`src/rtl/rdma_sq_arbiter.sv`:
```
// rdma_sq_arbiter
//   Shares one RDMA send-queue command channel among N_REQ requesters (aclk
//   domain). Round-robin grant, requester ID stamped into the outgoing command,
//   per-requester in-flight cap tracked from returned acks, and a flush/drain
//   handshake for teardown.
//
// Ports
//   aclk, aresetn           clock, synchronous active-low reset
//   s_sq_valid/ready/data   per-requester command inputs (ready is one-hot or 0)
//   m_sq_valid/ready/data   registered command toward the SQ clock crossing
//   s_ack_valid/ready/data  ack words returning from the crossing
//   m_ack_valid             one-cycle per-requester ack notify
//   flush, flush_done       drain request (level) / completion pulse
//   ack_err                 sticky: ack for an unknown or idle requester
//   stat_grants             per-requester 32-bit grant counters
//
// Optional feature macro: RDMA_SQ_ARB_STATS_EN enables the grant counters;
// without it stat_grants is tied to zero.

// Per-requester in-flight counter and ack notify.
module rdma_sq_arb_lane #(
    parameter int CNT_W           = 4,
    parameter int MAX_OUTSTANDING = 8
) (
    input  logic             aclk,
    input  logic             aresetn,
    input  logic             grant,
    input  logic             ack_hit,
    output logic [CNT_W-1:0] outst,
    output logic             room,
    output logic             ack_bad,
    output logic             ack_notify
);
    logic dec;

    assign room    = outst < CNT_W'(MAX_OUTSTANDING);
    assign dec     = ack_hit && (outst != '0);
    assign ack_bad = ack_hit && (outst == '0);

    always_ff @(posedge aclk) begin
        if (!aresetn) begin
            outst      <= '0;
            ack_notify <= 1'b0;
        end else begin
            ack_notify <= dec;
            // a grant and a valid ack in the same cycle cancel out
            if (grant && !dec)
                outst <= outst + 1'b1;
            else if (!grant && dec)
                outst <= outst - 1'b1;
        end
    end
endmodule

module rdma_sq_arbiter #(
    parameter int N_REQ           = 4,
    parameter int SQ_BITS         = 256,
    parameter int ACK_BITS        = 32,
    parameter int ID_LSB          = 0,
    parameter int ACK_ID_LSB      = 0,
    parameter int MAX_OUTSTANDING = 8
) (
    input  logic                     aclk,
    input  logic                     aresetn,
    input  logic [N_REQ-1:0]         s_sq_valid,
    output logic [N_REQ-1:0]         s_sq_ready,
    input  logic [N_REQ*SQ_BITS-1:0] s_sq_data,
    output logic                     m_sq_valid,
    input  logic                     m_sq_ready,
    output logic [SQ_BITS-1:0]       m_sq_data,
    input  logic                     s_ack_valid,
    output logic                     s_ack_ready,
    input  logic [ACK_BITS-1:0]      s_ack_data,
    output logic [N_REQ-1:0]         m_ack_valid,
    input  logic                     flush,
    output logic                     flush_done,
    output logic                     ack_err,
    output logic [N_REQ*32-1:0]      stat_grants
);
    localparam int ID_BITS = $clog2(N_REQ);
    localparam int CNT_W   = $clog2(MAX_OUTSTANDING + 1);

    typedef enum logic [1:0] {RUN, DRAIN, DONE, IDLE_F} state_t;

    state_t                        state_q, state_d;
    logic [ID_BITS-1:0]            ptr;
    logic [N_REQ-1:0]              eligible, room, ack_hit, ack_bad, grant_oh;
    logic [N_REQ-1:0][CNT_W-1:0]   outst;
    logic                          out_free, gnt_vld, drained;
    logic [ID_BITS-1:0]            gnt_idx;
    logic [SQ_BITS-1:0]            sel_data;
    logic                          ack_fire, ack_oob;
    logic [ID_BITS-1:0]            ack_id;

    // position k steps after the RR pointer, modulo N_REQ
    function automatic logic [ID_BITS-1:0] rr_pos(input logic [ID_BITS-1:0] base,
                                                  input int unsigned k);
        int unsigned s;
        s = (32'(base) + k) % N_REQ;
        return ID_BITS'(s);
    endfunction

    // Ack channel is always open outside reset.
    assign s_ack_ready = aresetn;
    assign ack_fire    = s_ack_valid && s_ack_ready;
    assign ack_id      = s_ack_data[ACK_ID_LSB +: ID_BITS];
    assign ack_oob     = ack_fire && (32'(ack_id) >= N_REQ);

    assign out_free = !m_sq_valid || m_sq_ready;

    // Scan from the far end back toward the pointer so the last hit wins,
    // i.e. the first eligible index at or after the pointer.
    always_comb begin
        gnt_vld = 1'b0;
        gnt_idx = '0;
        for (int k = N_REQ - 1; k >= 0; k--) begin
            if (eligible[rr_pos(ptr, k)]) begin
                gnt_vld = 1'b1;
                gnt_idx = rr_pos(ptr, k);
            end
        end
        gnt_vld = gnt_vld && out_free;
    end

    always_comb begin
        sel_data = s_sq_data[gnt_idx*SQ_BITS +: SQ_BITS];
        sel_data[ID_LSB +: ID_BITS] = gnt_idx;
    end

    for (genvar i = 0; i < N_REQ; i++) begin : g_lane
        // aresetn gate keeps s_sq_ready low while reset is held
        assign eligible[i] = s_sq_valid[i] && room[i] && (state_q == RUN) && aresetn;
        assign grant_oh[i] = gnt_vld && (gnt_idx == ID_BITS'(i));
        assign ack_hit[i]  = ack_fire && (ack_id == ID_BITS'(i));

        rdma_sq_arb_lane #(
            .CNT_W          (CNT_W),
            .MAX_OUTSTANDING(MAX_OUTSTANDING)
        ) u_lane (
            .aclk      (aclk),
            .aresetn   (aresetn),
            .grant     (grant_oh[i]),
            .ack_hit   (ack_hit[i]),
            .outst     (outst[i]),
            .room      (room[i]),
            .ack_bad   (ack_bad[i]),
            .ack_notify(m_ack_valid[i])
        );
    end

    assign s_sq_ready = grant_oh;

    always_ff @(posedge aclk) begin
        if (!aresetn) begin
            m_sq_valid <= 1'b0;
            m_sq_data  <= '0;
            ptr        <= '0;
            ack_err    <= 1'b0;
        end else begin
            if (gnt_vld) begin
                m_sq_valid <= 1'b1;
                m_sq_data  <= sel_data;
                ptr        <= (gnt_idx == ID_BITS'(N_REQ - 1)) ? '0 : gnt_idx + 1'b1;
            end else if (m_sq_ready) begin
                m_sq_valid <= 1'b0;
            end
            if (ack_oob || (|ack_bad))
                ack_err <= 1'b1;
        end
    end

    // Drain completes once nothing is in flight and nothing is held.
    assign drained = (outst == '0) && !m_sq_valid;

    always_ff @(posedge aclk) begin
        if (!aresetn) state_q <= RUN;
        else          state_q <= state_d;
    end

    always_comb begin
        state_d    = state_q;
        flush_done = 1'b0;
        unique case (state_q)
            RUN:    if (flush) state_d = DRAIN;
            DRAIN:  if (drained) state_d = DONE;
            DONE: begin
                flush_done = 1'b1;
                state_d    = IDLE_F;
            end
            IDLE_F: if (!flush) state_d = RUN;
            default: state_d = RUN;
        endcase
    end

`ifdef RDMA_SQ_ARB_STATS_EN
    for (genvar i = 0; i < N_REQ; i++) begin : g_stat
        logic [31:0] cnt;
        always_ff @(posedge aclk) begin
            if (!aresetn)         cnt <= '0;
            else if (grant_oh[i]) cnt <= cnt + 32'd1;
        end
        assign stat_grants[i*32 +: 32] = cnt;
    end
`else
    assign stat_grants = '0;
`endif

endmodule

```
`config.mk`:
```
export PLATFORM = sky130hd
export DESIGN_NAME = rdma_sq_arbiter
export DESIGN_NICKNAME = d
export VERILOG_FILES = /design/src/rtl/rdma_sq_arbiter.sv
export SDC_FILE = /design/constraint.sdc
export NUM_CORES = 1
export LEC_CHECK = 0
export BUFFER_PORTS_ARGS = -buffer_cell sky130_fd_sc_hd__buf_2
export CAP_MARGIN = 20
export CORE_AREA = 2 2 577 579
export CTS_BUF_LIST = sky130_fd_sc_hd__clkbuf_8 sky130_fd_sc_hd__clkbuf_16
export CTS_CLUSTER_DIAMETER = 200
export DETAILED_ROUTE_END_ITERATION = 12
export DIE_AREA = 0 0 579 581
export HOLD_SLACK_MARGIN = 0.15
export SYNTH_ARGS = -nofsm -noshare
export SYNTH_HDL_FRONTEND = slang
export SYNTH_SLANG_ARGS = --single-unit
```
`constraint.sdc`:
```
create_clock -name aclk -period 4.1 [get_ports aclk]
set_input_delay 0.82 -clock aclk [delete_from_list [all_inputs] [get_ports aclk]]
set_output_delay 0.82 -clock aclk [all_outputs]
set_load 0.005 [all_outputs]
```
== Word-level counts from Yosys, hierarchy flattened ==
Index checks and enable logic that the tools add are counted.

* Shifts and indexed selects: 1
* Order comparisons: 8
* Add/sub/neg operators: 12
* Reductions and logical operators: 68
* Equal/unequal tests: 12
* Mux-type cells: 32

{| class="wikitable"
|+ Operators with widths
! cell !! number
|-
| 1024-bit by 11-bit indexed part select with 256-bit output || 1
|-
| 1-bit logical AND || 39
|-
| 4-bit two-way mux || 8
|-
| 4-bit by 1-bit adder with 4-bit output, second input constant || 4
|-
| 16-bit logical NOT || 1
|-
| 4-bit logical NOT || 4
|-
| 4-bit less-than comparator, second input constant || 4
|-
| 2-bit two-way mux || 8
|-
| 4-bit nonzero test || 4
|-
| 4-bit by 1-bit subtractor with 4-bit output, second input constant || 4
|-
| 2-bit equality test, second input constant || 6
|-
| 2-bit by 3-bit less-than comparator with 1-bit output, second input constant || 4
|-
| 1-bit two-way mux || 11
|-
| 2-bit nonzero test || 5
|-
| 1-bit logical NOT || 9
|-
| 1-bit binary-select mux with 2-bit select || 4
|-
| 2-bit case mux with 4 select lines || 1
|-
| 2-bit by 1-bit equality test with 1-bit output, second input constant || 3
|-
| 2-bit logical NOT || 3
|-
| 2-bit inequality test, second input constant || 3
|-
| 2-bit by 1-bit adder with 2-bit output, second input constant || 2
|-
| 2-bit adder, second input constant || 2
|-
| 4-bit OR reduction || 1
|-
| 3-bit AND reduction || 1
|-
| 1-bit logical OR || 1
|}

* Logic and storage cells: 146
* Register bits: 282
* Output and inout port bits: 396
* Input bits: 1065

== Depth between registers and ports, before layout ==
Gate-level depths: netlist of the first run.

* Word-level depth: 16
* Gate-level depth with buffers: 18

== By module ==
A second synthesis of the first run with hierarchy kept.

* Cell total of the unflattened synthesis: 3289
* Area, all modules: 24663.7 um^2

{| class="wikitable"
|+ By module, submodules not included
! module !! cells an instance !! area an instance (um^2) !! times used
|-
| rdma_sq_arbiter || 3157 || 23472.5 || 1
|-
| rdma_sq_arb_lane || 33 || 297.8 || 4
|}

== Worst setup path before layout of the first run ==
OpenSTA, ideal clock, no wires.

* Kind: input-to-reg
* Start point: in s_sq_valid[2]
* End point: reg g_lane[3].u_lane.outst[3]
* Path slack: 410 ps
* Buffers on the path: 2
* Arrival time: 3620 ps
* Data required time: 4030 ps
* Stages: 16
* Cell sequence: or3b_1 -> a21o_1 -> nand2_2 -> buf_2 -> buf_2 -> inv_1 -> ha_1 -> and2_1 -> ha_1 -> inv_1 -> ha_1 -> a21o_1 -> a21oi_1 -> xnor2_1 -> or3_1 -> a21oi_1

* Cells in the longest elaborated chain, start to end: 14
* Elaborated cells on any way between the ends: 27
* Those cells by class: eq/ne (1); mux (17); reduce/logical (9)

{| class="wikitable"
|+ RTL lines
! item !! RTL line !! RTL
|-
| start: declaration || 65 || <nowiki>input logic [N_REQ-1:0] s_sq_valid,</nowiki>
|-
| 1-bit logical AND (*) (3 in series) || 132 || <nowiki>assign eligible[i] = s_sq_valid[i] && room[i] && (state_q == RUN) && aresetn;</nowiki>
|-
| 1-bit binary-select mux with 2-bit select || 117 || <nowiki>if (eligible[rr_pos(ptr, k)]) begin</nowiki>
|-
| 1-bit two-way mux (not written as such) || 117 ||
|-
| 2-bit two-way mux / 1-bit two-way mux (equally long branches) (4 in series) || 117 ||
|-
| 2-bit equality test / 1-bit logical AND (equally long branches) || 133, 122 ||
|-
| 1-bit logical AND (*) || 133 || <nowiki>assign grant_oh[i] = gnt_vld && (gnt_idx == ID_BITS'(i));</nowiki>
|-
| net g_lane[3].u_lane.grant || 27 || <nowiki>input logic grant,</nowiki>
|-
| 1-bit logical NOT || 49 || <nowiki>else if (!grant && dec)</nowiki>
|-
| 1-bit logical AND || 49 ||
|-
| 2-bit nonzero test (no line) || -- ||
|-
| end signal: assignment || 48 || <nowiki>outst <= outst + 1'b1;</nowiki>
|-
| end signal: assignment || 50 || <nowiki>outst <= outst - 1'b1;</nowiki>
|-
| end: declaration || 29 || <nowiki>output logic [CNT_W-1:0] outst,</nowiki>
|}

Mark *: on every way through the listed nets, which the timed path passes. The rest lies on a longest branch. The select of a mux whose other input is x is not followed.
A chain may end at the register's enable or synchronous reset.

== Worst setup path in the final report of the first run ==
* Start point: reg state_q[0]
* End point: out s_sq_ready[3]

* Cells in the longest elaborated chain, start to end: 11
* Elaborated cells on any way between the ends: 28
* Those cells by class: eq/ne (1); mux (16); reduce/logical (11)

{| class="wikitable"
|+ RTL lines
! item !! RTL line !! RTL
|-
| start: declaration || 85 || <nowiki>state_t state_q, state_d;</nowiki>
|-
| start signal: assignment || 177 || <nowiki>else state_q <= state_d;</nowiki>
|-
| 2-bit logical NOT (*) || 132 ||
|-
| 1-bit logical AND (2 in series) || 132 ||
|-
| 1-bit binary-select mux with 2-bit select || 117 ||
|-
| 1-bit two-way mux (not written as such) || 117 ||
|-
| 2-bit two-way mux / 1-bit two-way mux (equally long branches) (4 in series) || 117 ||
|-
| 2-bit equality test / 1-bit logical AND (equally long branches) || 133, 122 ||
|-
| 1-bit logical AND (*) || 133 ||
|-
| end: declaration || 66 || <nowiki>output logic [N_REQ-1:0] s_sq_ready,</nowiki>
|}

Mark *: on every way between the ends. The rest lies on a longest branch, timed or not. The select of a mux whose other input is x is not followed.

==> results of run 1 <==
==> routing by layer <==
metal	up-vias	track usage, %	part of all wire (%)
met5	-	0	0.88
met4	332	6.86	5.8
met3	1004	14.0	21
met2	2080	20.6	38
met1	10300	15.1	34
li1	9441	-	-
==> cell type report <==
| type | instances | share of cell area [%] |
|---|---|---|
| clock inverters | 28 | 0.943 |
| clock buffers | 52 | 3.89 |
| well taps | 4366 | 17.4 |
| repair buffers | 1407 | 24.2 |
| diodes | 242 | 1.93 |
| multi-input cells | 1291 | 33.6 |
| inverters | 13 | 0.155 |
| flip-flops and latches | 282 | 18.0 |
==> report_power, final <==
| part | leakage, nW | internal (mW) | switching, mW |
|---|---|---|---|
| Clock | 0.754 | 2.44 | 1.88 |
| Sequential | 2.33 | 3.95 | 0.665 |
| Combinational | 12.5 | 3.33 | 5.48 |
| Total | 15.6 | 9.71 | 8.02 |
==> state kept, by name, summed over array words and instances (netlist names) <==
register,flops
g_lane.u_lane.ack_notify,4
m_sq_valid,1
g_lane.u_lane.outst,16
ack_err,1
m_sq_data,256
ptr,2
state_q,2
==> critical path: stages, from the launching register on <==
cell      delay, ps
dfxtp_1         340
inv_1           110
ha_1            260
nand2_1         140
a311oi_1        260
buf_4           190
nand2_8         160
inv_1           180
ha_1            150
and2_1          130
buf_2           140
==> cells by family after synthesis <==
family,synth area share [%]
flops,31.8
fa+ha+maj,1.72
compound gates,15.9
other cells,0.0211
mux,29.0
simple gates,9.30
xor+xnor,0.592
buf+inv,11.6
==> final timing paths <==
| kind | startpoint | endpoint | cells past startpoint |
|---|---|---|---|
| max | state_q[0] | s_sq_ready[3] | 10 |
| min | s_ack_data[0] | g_lane[0].u_lane.ack_notify | 2 |
| max reg2reg | state_q[0] | g_lane[3].u_lane.outst[3] | 17 |
| min reg2reg | ack_err | ack_err | 2 |
==> stage by stage <==
step | hold slack (ps) | setup WS (ps) | cell area (um2) | utilization (%)
final | 379 | 512 | 31400 | 9.54
after global routing | 344 | 217 | 31100 | 9.44
after CTS | 274 | 377 | 30800 | 9.35
after detailed placement | 447 | 266 | 29300 | 8.89
after global placement | 444 | 227 | 29300 | 8.89
after floorplan | 442 | 410 | 18200 | -
==> placed cells by master (no fill, tap or decap), types with 6 or more instances in the layout <==
| cell | n |
|---|---|
| o21ai_0 | 7 |
| clkinv_2 | 6 |
| dfxtp_1 | 282 |
| xnor2_1 | 8 |
| buf_4 | 92 |
| buf_2 | 1293 |
| conb_1 | 128 |
| clkinvlp_4 | 6 |
| buf_12 | 21 |
| o221ai_2 | 60 |
| inv_1 | 18 |
| diode_2 | 242 |
| mux2i_1 | 513 |
| nor2_1 | 20 |
| o221ai_1 | 194 |
| clkbuf_16 | 45 |
| a21oi_1 | 19 |
| clkbuf_8 | 7 |
| nand2_1 | 8 |
| ha_1 | 18 |
| nand3_1 | 256 |
==> results.md, run 1 <==
* Main flop type after synthesis: dfxtp_1
* # fillers at around 38,000
* DRT Wirelength at approximately 260,000 um
* Setup crit start kind: register
* Multi-input gate area at roughly 0.011 mm2
* R2R setup slack at roughly 640 ps
* CTS H-tree depth at 2
* Number of max-cap violations at 0
* Initial antenna violation count at 501
* Clock sinks at about 280
* Die Y at between 500 and 600 um
* Vias per cell at 3.01
* Final Hold Viols at 0
* CTS tree: done
* FF+latch area at between 0.005 and 0.006 mm2
* TNS Setup at 0 ps
* Final period util at about 88%
* Minimum clock period at ~3600 ps
* Sequential area share after synthesis at 31.8%
* Largest net degree at the start of global routing at roughly 130
* Unique masters post-synth at 50
* Starting Density at 5.38%
* Largest vdd supply drop at just over 600 uV
* First-pass GRT wire length at 301,000 um
* Leak at between 15 and 20 nW
* Total track usage at roughly 15%
* Post-CTS Repair Setup Buffers at 0
* Core Region at between 0.3 and 0.4 mm2
* Fmax at 0.279 GHz
* # rows at 211
* DR iter-0 viols at roughly 1,700
* PortBufs at ~1,300
* PD cells at 564 mW/mm2
* DRC Markers at 0
* Critical path arrival at ~2800 ps
* Cell Area, Synth at 0.0178 mm2
* Count of pins over their slew limit at 0
* CTS buffer count at 45
* Skew final at ~44 ps
* Outcome: completed
* Worst-margin pin slew at 1160 ps
* Gate Count Post-Synth at 1,768
* Post_cts resized at 0
* Clock latency on the worst-skew pair at roughly 700 ps
* Average cell area after synthesis at around 10 um2
* Top post-synthesis cells by count: 514 x mux2i_1, 282 x dfxtp_1, 256 x nand3_1, 194 x o221ai_1, 164 x buf_4
* Relative slew slack at 22.6%
* CP Class: register to primary output
* Clk slew on worst S/H paths at 60 ps
* Max clock buf depth at 3
* CTS root buf: clkbuf_16
* Post-route ant nets at 0
* Crit path max fanout at 15
* Post-DP HPWL at 238,000 um
* Final setup violation count at 0
* Largest cells by area after synthesis: dfxtp_1 32%, mux2i_1 29%, o221ai_1 9.6%
* Placer Congestion at 1.16
* Ys async rst share at 0%
* Final nets at 4,127
* Full die area at around 0.34 mm2
* Top-count cell post-synth: mux2i_1
* Register bit count reported by yosys at ~280
* Wire length per cell at between 30 and 40 um
* Vias at between 20,000 and 25,000
* Ys Warns at 0
* Layout cells sized above 1 at around half
* Gr ovfl total at 0
* Leading area contributor after synthesis: dfxtp_1
* Share of the synthesized area in the top cell type at between 30% and 40%
* Non-Filler Instances at roughly 7,700
* Vias in the first global route at roughly 20,000
* Area Overhead vs Synth at 77.1%
* Critical Path RT at between 3000 and 4000 ps
* Worst min-delay path class: input pin to register
* Unrepaired setup endpoints after global routing: false
* Post-CTS Hold Fix Bufs at 0
* Io pins at approximately 1,500
* Worst setup EP type: primary output
* EDFF count, synth at 0
* First-pass detailed-route iteration total at 5
* Die width at ~580 um
* Placed insts at ~7,400
* Final total power at roughly 18 mW
(Power assumes the default switching activity.)
==> run 2, diff against run 1 <==
--- a/config.mk
+++ b/config.mk
@@ -8,7 +8,7 @@
 export BUFFER_PORTS_ARGS = -buffer_cell sky130_fd_sc_hd__buf_2
 export CAP_MARGIN = 20
 export CORE_AREA = 2 2 577 579
-export CTS_BUF_LIST = sky130_fd_sc_hd__clkbuf_8 sky130_fd_sc_hd__clkbuf_16
+export CTS_BUF_LIST = sky130_fd_sc_hd__clkbuf_8
 export CTS_CLUSTER_DIAMETER = 200
 export DETAILED_ROUTE_END_ITERATION = 12
 export DIE_AREA = 0 0 579 581
==> run 2 against run 1 <==
Net effect: first-iteration DRC count up 13%; worst setup slack got worse by 380 ps; clock power is 10% lower; non-clock buffer count is 326 higher; critical endpoint is now m_sq_data[165]; largest cell class is now non-clock buffers; largest power group unchanged.
==> results.md, run 2 (synthesis results as in run 1) <==
* Outcome: completed
* Total track usage at 15.2% (+0.22 points)
* Clk slew on worst S/H paths at 60 ps (about the same)
* Final nets at 4,480 (+8.6%)
* Relative slew slack at 21.7% (-0.90 points)
* Vias per cell at 3.08 (+2.0%)
* Vias at 24,800 (+7.1%)
* Post-DP HPWL at 238,000 um (unchanged)
* Number of max-cap violations at 0 (unchanged)
* Setup crit start kind: register
* Gr ovfl total at 0 (unchanged)
* Critical-path cell list: inv_1 > ha_1 > nand2_1 > a311oi_1 > buf_4 > nand2_8 > buf_12 > mux2i_1 > dlygate4sd3_1 > o221ai_1 > dlygate4sd3_1
* Die Y at 581 um (unchanged)
* WP buf/inv at 5 (+1)
* Area Overhead vs Synth at 95.2%
* Final period util at 96.9% (+9.4 points)
* Clock sinks at 282 (unchanged)
* R2R setup slack at 130 ps (-510 ps)
* CP Class: register to register
* Leak at 17.1 nW (+9.9%)
* Non-Filler Instances at 8,066 (+5.0%)
* Largest vdd supply drop at 610 uV (+1.0%)
* Vias in the first global route at 22,300 (+11%)
* M1 GR Usage at 15.6% (+0.47 points)
* Worst r2r path cells at 11 (-6)
* Worst min-delay path class: input pin to register
* Met3 Usage GRT at 13.5% (-0.51 points)
* Worst hold slack at 291 ps (-88.2 ps)
* CTS tree: done
* PortBufs at 1,294 (unchanged)
* Critical Path RT at 4860 ps (+1580 ps)
* Max clock buf depth at 4 (+1)
* Crit path launch: state_q[0]
* First-pass GRT wire length at 309,000 um (+2.5%)
* P_sw at 8.18 mW (+2.0%)
* Commonest cells after routing, fill and taps aside: 1,293 x buf_2, 513 x mux2i_1, 326 x dlygate4sd3_1
* PD cells at 526 mW/mm2 (-6.8%)
* Switching fraction of total power at 44.9% (-0.28 points)
* DRT Wirelength at 267,000 um (+1.6%)
* Starting Density at 5.38% (unchanged)
* Commonest non-fill, non-tap cell in the layout: buf_2
* CTS H-tree depth at 3 (+1)
* Seq pwr share at 25.4% (-0.6 points)
* Worst path slowest cell: dlygate4sd3_1
* Io pins at 1,461 (unchanged)
* First-pass detailed-route iteration total at 7 (+2)
* Hold path depth at 3 (+1)
* Post-route ant nets at 0 (unchanged)
* # rows at 211 (unchanged)
* Max FFs per register at 256 (unchanged)
* Clock latency on the worst-skew pair at 880 ps (+170 ps)
* Regs by FF count: m_sq_data x256, g_lane.u_lane.outst x16, g_lane.u_lane.ack_notify x4
* Layout cells sized above 1 at 45.8% (-4.6 points)
* Post-CTS Repair Setup Buffers at 0 (unchanged)
* Full die area at 0.336 mm2 (unchanged)
* Fmax at 0.252 GHz (-9.7%)
* Wire length per cell at 33.1 um (-3.3%)
* Busiest grt layer: met2
* Internal power at 10.0 mW (+3.2%)
* CTS buffer count at 72 (+60%)
* Comb pwr share at 53.3% (+3.7 points)
* Skew final at 41.3 ps (-3.04 ps)
* Critical path arrival at 4740 ps (+1970 ps)
* Crit-path max cell delay at 600 ps (+260 ps)
* Core Region at 0.330 mm2 (unchanged)
* Worst setup EP type: register
* HP Start: s_sq_data[1009]
* Minimum clock period at 3970 ps (+384 ps)
* Clock Power Share at 21.3% (-3.0 points)
* Placed insts at 7,359 (unchanged)
* Unrepaired setup endpoints after global routing: true
* WP depth at 11 (+1)
* Die width at 579 um (unchanged)
* Reg2Reg Launch Point: state_q[0]
* Initial antenna violation count at 490 (-2.2%)
* Count of pins over their slew limit at 0 (unchanged)
* Placer Congestion at 1.16 (unchanged)
* Reg with most FFs: m_sq_data
* Crit path top cell by count: dlygate4sd3_1
* Final setup violation count at 0 (unchanged)
* Largest net degree at the start of global routing at 126 (unchanged)
* Crit path max fanout at 125 (+110)
* CP delay by family, top: buffers and inverters
* Final Hold Viols at 0 (unchanged)
* CTS root buf: clkbuf_8
* Worst-margin pin slew at 1180 ps (+13.5 ps)
* M2 GR Usage at 21.2% (+0.59 points)
* DRC Markers at 0 (unchanged)
* DR iter-0 viols at 1,925 (+13%)
run 2: changes by cell type in the layout (fill, tap and decap cells not counted):
cell and change:
clkinvlp_4 -4, inv_6 -1, clkbuf_16 -45, buf_16 +1, inv_1 +14, clkbuf_8 +78, bufinv_16 -2, clkinv_2 +3
diode_2 +19, buf_12 -1, clkinv_4 -3, dlygate4sd3_1 +326
run 2: final timing paths:
path,endpoint
setup / recovery,m_sq_data[165]
hold / removal,m_sq_data[241]
setup reg to reg,m_sq_data[165]
hold reg to reg,m_sq_data[1]
run 2: power groups by stage:
stage	registers (mW)	logic [mW]	clock network [mW]
floorplan	4.69	4.02	0
global placement	4.61	8.92	0
detailed placement	4.64	8.95	0
CTS	4.61	9.80	4.10
global route	4.74	10.2	4.13
finish	4.62	9.70	3.88
run 2: area by class of cell:
class,instances,area (um2)
multi-input combinational,1291,10600
clock buffer,85,1170
timing repair buffer,1733,10900
clock inverter,35,239
fill,38100,295000
antenna,261,653
sequential,282,5650
tap,4366,5460
inverter,13,48.8
run 2: per-stage QoR:
stage          worst slack, ps  power (mW)  instance area [um2]  TNS, ps  utilization (%)
2_1_floorplan              410        8.71                18200        0                -
3_3_place_gp               227        13.5                29300        0             8.89
3_5_place_dp               266        13.6                29300        0             8.89
4_1_cts                    142        18.5                34000        0             10.3
5_1_grt                  -37.2        19.1                34300    -86.0             10.4
6_report                   129        18.2                34600        0             10.5
run 2: routing by layer:
metal | routed length [um] | vias up
met1 | 92900 | 11200
met2 | 103000 | 2122
li1 | - | 10200
met5 | 2270 | -
met3 | 54200 | 987
met4 | 15100 | 336
run 2: timing repair:
item,CTS,global route
endpoints found under the setup margin,0,9
hold buffers,326,0
gates resized for setup,0,1
endpoints found under the hold margin,152,0
run 2: tightest hold or removal path: stages:
cell	delay [ps]
buf_2	80
mux2i_1	60
o221ai_1	160
==> run 3, diff against run 2 <==
==> config.mk (replaced) <==
export PLATFORM = sky130hd
export DESIGN_NAME = rdma_sq_arbiter
export DESIGN_NICKNAME = d
export VERILOG_FILES = /design/src/rtl/rdma_sq_arbiter.sv
export SDC_FILE = /design/constraint.sdc
export NUM_CORES = 1
export LEC_CHECK = 0
export BUFFER_PORTS_ARGS = -buffer_cell sky130_fd_sc_hd__buf_4
export CAP_MARGIN = 20
export CORE_AREA = 3 3 561 563
export CTS_BUF_LIST = sky130_fd_sc_hd__clkbuf_8
export CTS_CLUSTER_DIAMETER = 200
export DETAILED_ROUTE_END_ITERATION = 12
export DIE_AREA = 0 0 564 566
export HOLD_SLACK_MARGIN = 0.15
export PLACE_DENSITY = 0.3
export SYNTH_ARGS = -nofsm -noshare
export SYNTH_HDL_FRONTEND = slang
export SYNTH_SLANG_ARGS = --single-unit
==> run 3 against run 2 <==
Net effect: clock power is 10% higher; count of clock-buffer cells in the layout is 6 higher; non-clock buffer count is 98 lower; critical endpoint is now m_sq_data[250]; largest power group unchanged; highest routed layer unchanged.
==> results.md, run 3 (synthesis results as in run 1) <==
* Fmax at 0.257 GHz (+2.2%)
* Gr ovfl total at 0 (unchanged)
* Number of max-cap violations at 0 (unchanged)
* Met3 Usage GRT at 5.08% (-8.4 points)
* Placer Congestion at 0.857 (-26%)
* Clk slew on worst S/H paths at 60 ps (about the same)
* Internal power at 11.1 mW (+10%)
* Initial antenna violation count at 213 (-57%)
* Die width at 564 um (-2.6%)
* Unrepaired setup endpoints after global routing: false
* Post-DP HPWL at 185,000 um (-22%)
* Worst setup EP type: register
* Clock sinks at 282 (unchanged)
* PD cells at 521 mW/mm2 (-0.77%)
* Busiest grt layer: met2
* TNS Setup at 0 ps (unchanged)
* Final setup violation count at 0 (unchanged)
* Core Region at 0.309 mm2 (-6.2%)
* First-pass detailed-route iteration total at 5 (-2)
* CTS root buf: clkbuf_8
* Largest net degree at the start of global routing at 121 (-4.0%)
* Hold path depth at 3 (unchanged)
* Starting Density at 5.74% (+0.35 points)
* Vias at 22,100 (-11%)
* Minimum clock period at 3890 ps (-85.4 ps)
* Vias per cell at 2.95 (-4.0%)
* Regs by FF count: m_sq_data x256, g_lane.u_lane.outst x16, g_lane.u_lane.ack_notify x4
* CP Class: register to register
* Multi-input gate area at 0.0106 mm2 (about the same)
* Clock latency on the worst-skew pair at 830 ps (-50 ps)
* Final Hold Viols at 0 (unchanged)
* Area Overhead vs Synth at 103%
* Full die area at 0.319 mm2 (-5.1%)
* Max clock buf depth at 4 (unchanged)
* Final period util at 94.8% (-2.1 points)
* Worst min-delay path class: input pin to register
* Worst r2r path cells at 12 (+1)
* DR iter-0 viols at 1,204 (-37%)
* Relative slew slack at 22.1% (+0.49 points)
* Seq pwr share at 25.1% (-0.3 points)
* DRT Wirelength at 212,000 um (-21%)
* Critical Path RT at 4850 ps (about the same)
* Final nets at 4,387 (-2.1%)
* Crit path max fanout at 90 (-28%)
* Wire length per cell at 28.3 um (-15%)
* M2 GR Usage at 21.1% (-0.095 points)
* CTS H-tree depth at 3 (unchanged)
* Layout Utilization at 11.7% (+1.2 points)
* CTS tree: done
* Post-route ant nets at 0 (unchanged)
* Count of pins over their slew limit at 0 (unchanged)
* Leak at 17.7 nW (+3.4%)
* Layout cells sized above 1 at 48.4% (+2.6 points)
* Largest vdd supply drop at 476 uV (-22%)
* # rows at 204 (-3.3%)
* Setup crit start kind: register
* # fillers at 35,700 (-6.3%)
* Skew final at 54.6 ps (+13.3 ps)
* Total track usage at 12.7% (-2.5 points)
* Clock Power Share at 22.7% (+1.4 points)
* P_sw at 7.77 mW (-5.1%)
* CTS buffer count at 77 (+6.9%)
* Max FFs per register at 256 (unchanged)
* Comb pwr share at 52.2% (-1.1 points)
* PortBufs at 1,294 (unchanged)
* Vias in the first global route at 22,700 (+1.9%)
* Switching fraction of total power at 41.3% (-3.7 points)
* M1 GR Usage at 14.8% (-0.75 points)
* Commonest cells after routing, fill and taps aside: 1,423 x buf_4, 513 x mux2i_1, 282 x dfxtp_1
* Outcome: completed
* FF+latch area at 0.00565 mm2 (unchanged)
* DRC Markers at 0 (unchanged)
* Critical path arrival at 4630 ps (-110 ps)
* Worst-margin pin slew at 1170 ps (-7.31 ps)
* Commonest non-fill, non-tap cell in the layout: buf_4
* Io pins at 1,461 (unchanged)
* Reg with most FFs: m_sq_data
* Die Y at 566 um (-2.6%)
* First-pass GRT wire length at 261,000 um (-16%)
==> run 3: critical path: stages, from the launching register on <==
cell and delay, ps:
dfxtp_1 390, inv_1 110, ha_1 270, nand2_1 140, a311oi_1 60, buf_4 160
nand2_8 80, buf_12 250, buf_12 380, mux2i_1 260, dlygate4sd3_1 570, o221ai_1 120
dlygate4sd3_1 590
==> run 3: cell type report <==
| type | instances | area share (%) |
|---|---|---|
| multi-input combinational | 1291 | 29.3 |
| timing repair buffer | 1635 | 36.1 |
| inverter | 13 | 0.135 |
| antenna | 31 | 0.215 |
| clock inverter | 34 | 0.925 |
| clock buffer | 91 | 3.47 |
| sequential | 282 | 15.6 |
| tap | 4120 | 14.3 |
==> run 3: what timing repair did <==
action                     CTS  global route
resized for setup            0             1
setup endpoints to repair    0             1
buffers inserted             0             0
hold endpoints to repair    98             0
hold buffers               191             0
==> run 3: worst paths after layout <==
path / start / endpoint / slack [ps]
setup / recovery: state_q[0] / m_sq_data[250] / 210
hold / removal: s_sq_data[5] / m_sq_data[5] / 310
hold reg to reg: m_sq_data[1] / m_sq_data[1] / 470
setup reg to reg: state_q[0] / m_sq_data[250] / 210
==> run 3: metrics by stage <==
stage,worst slack [ps],hold WS (ps),instances,area [um2],power [mW]
floorplan,410,442,1895,18200,8.71
global placement,165,447,7150,32500,14.4
detailed placement,159,452,7150,32500,14.4
CTS,178,150,7466,36000,19.5
global route,34.8,213,7486,36100,20.1
finish,214,310,7497,36100,18.8
==> run 3: layer usage <==
metal  vias up  wire length, um
met5         -              656
met3       482            21100
li1       9698                -
met1     10400            84600
met4       104             7930
met2      1467            97900
==> run 3: power groups by stage <==
stage               registers [mW]  clock network [mW]  logic [mW]
finish                        4.73                4.28        9.82
global route                  4.87                4.62        10.6
CTS                           4.73                4.57        10.1
global placement              4.75                   0        9.65
detailed placement            4.76                   0        9.67
floorplan                     4.69                   0        4.02
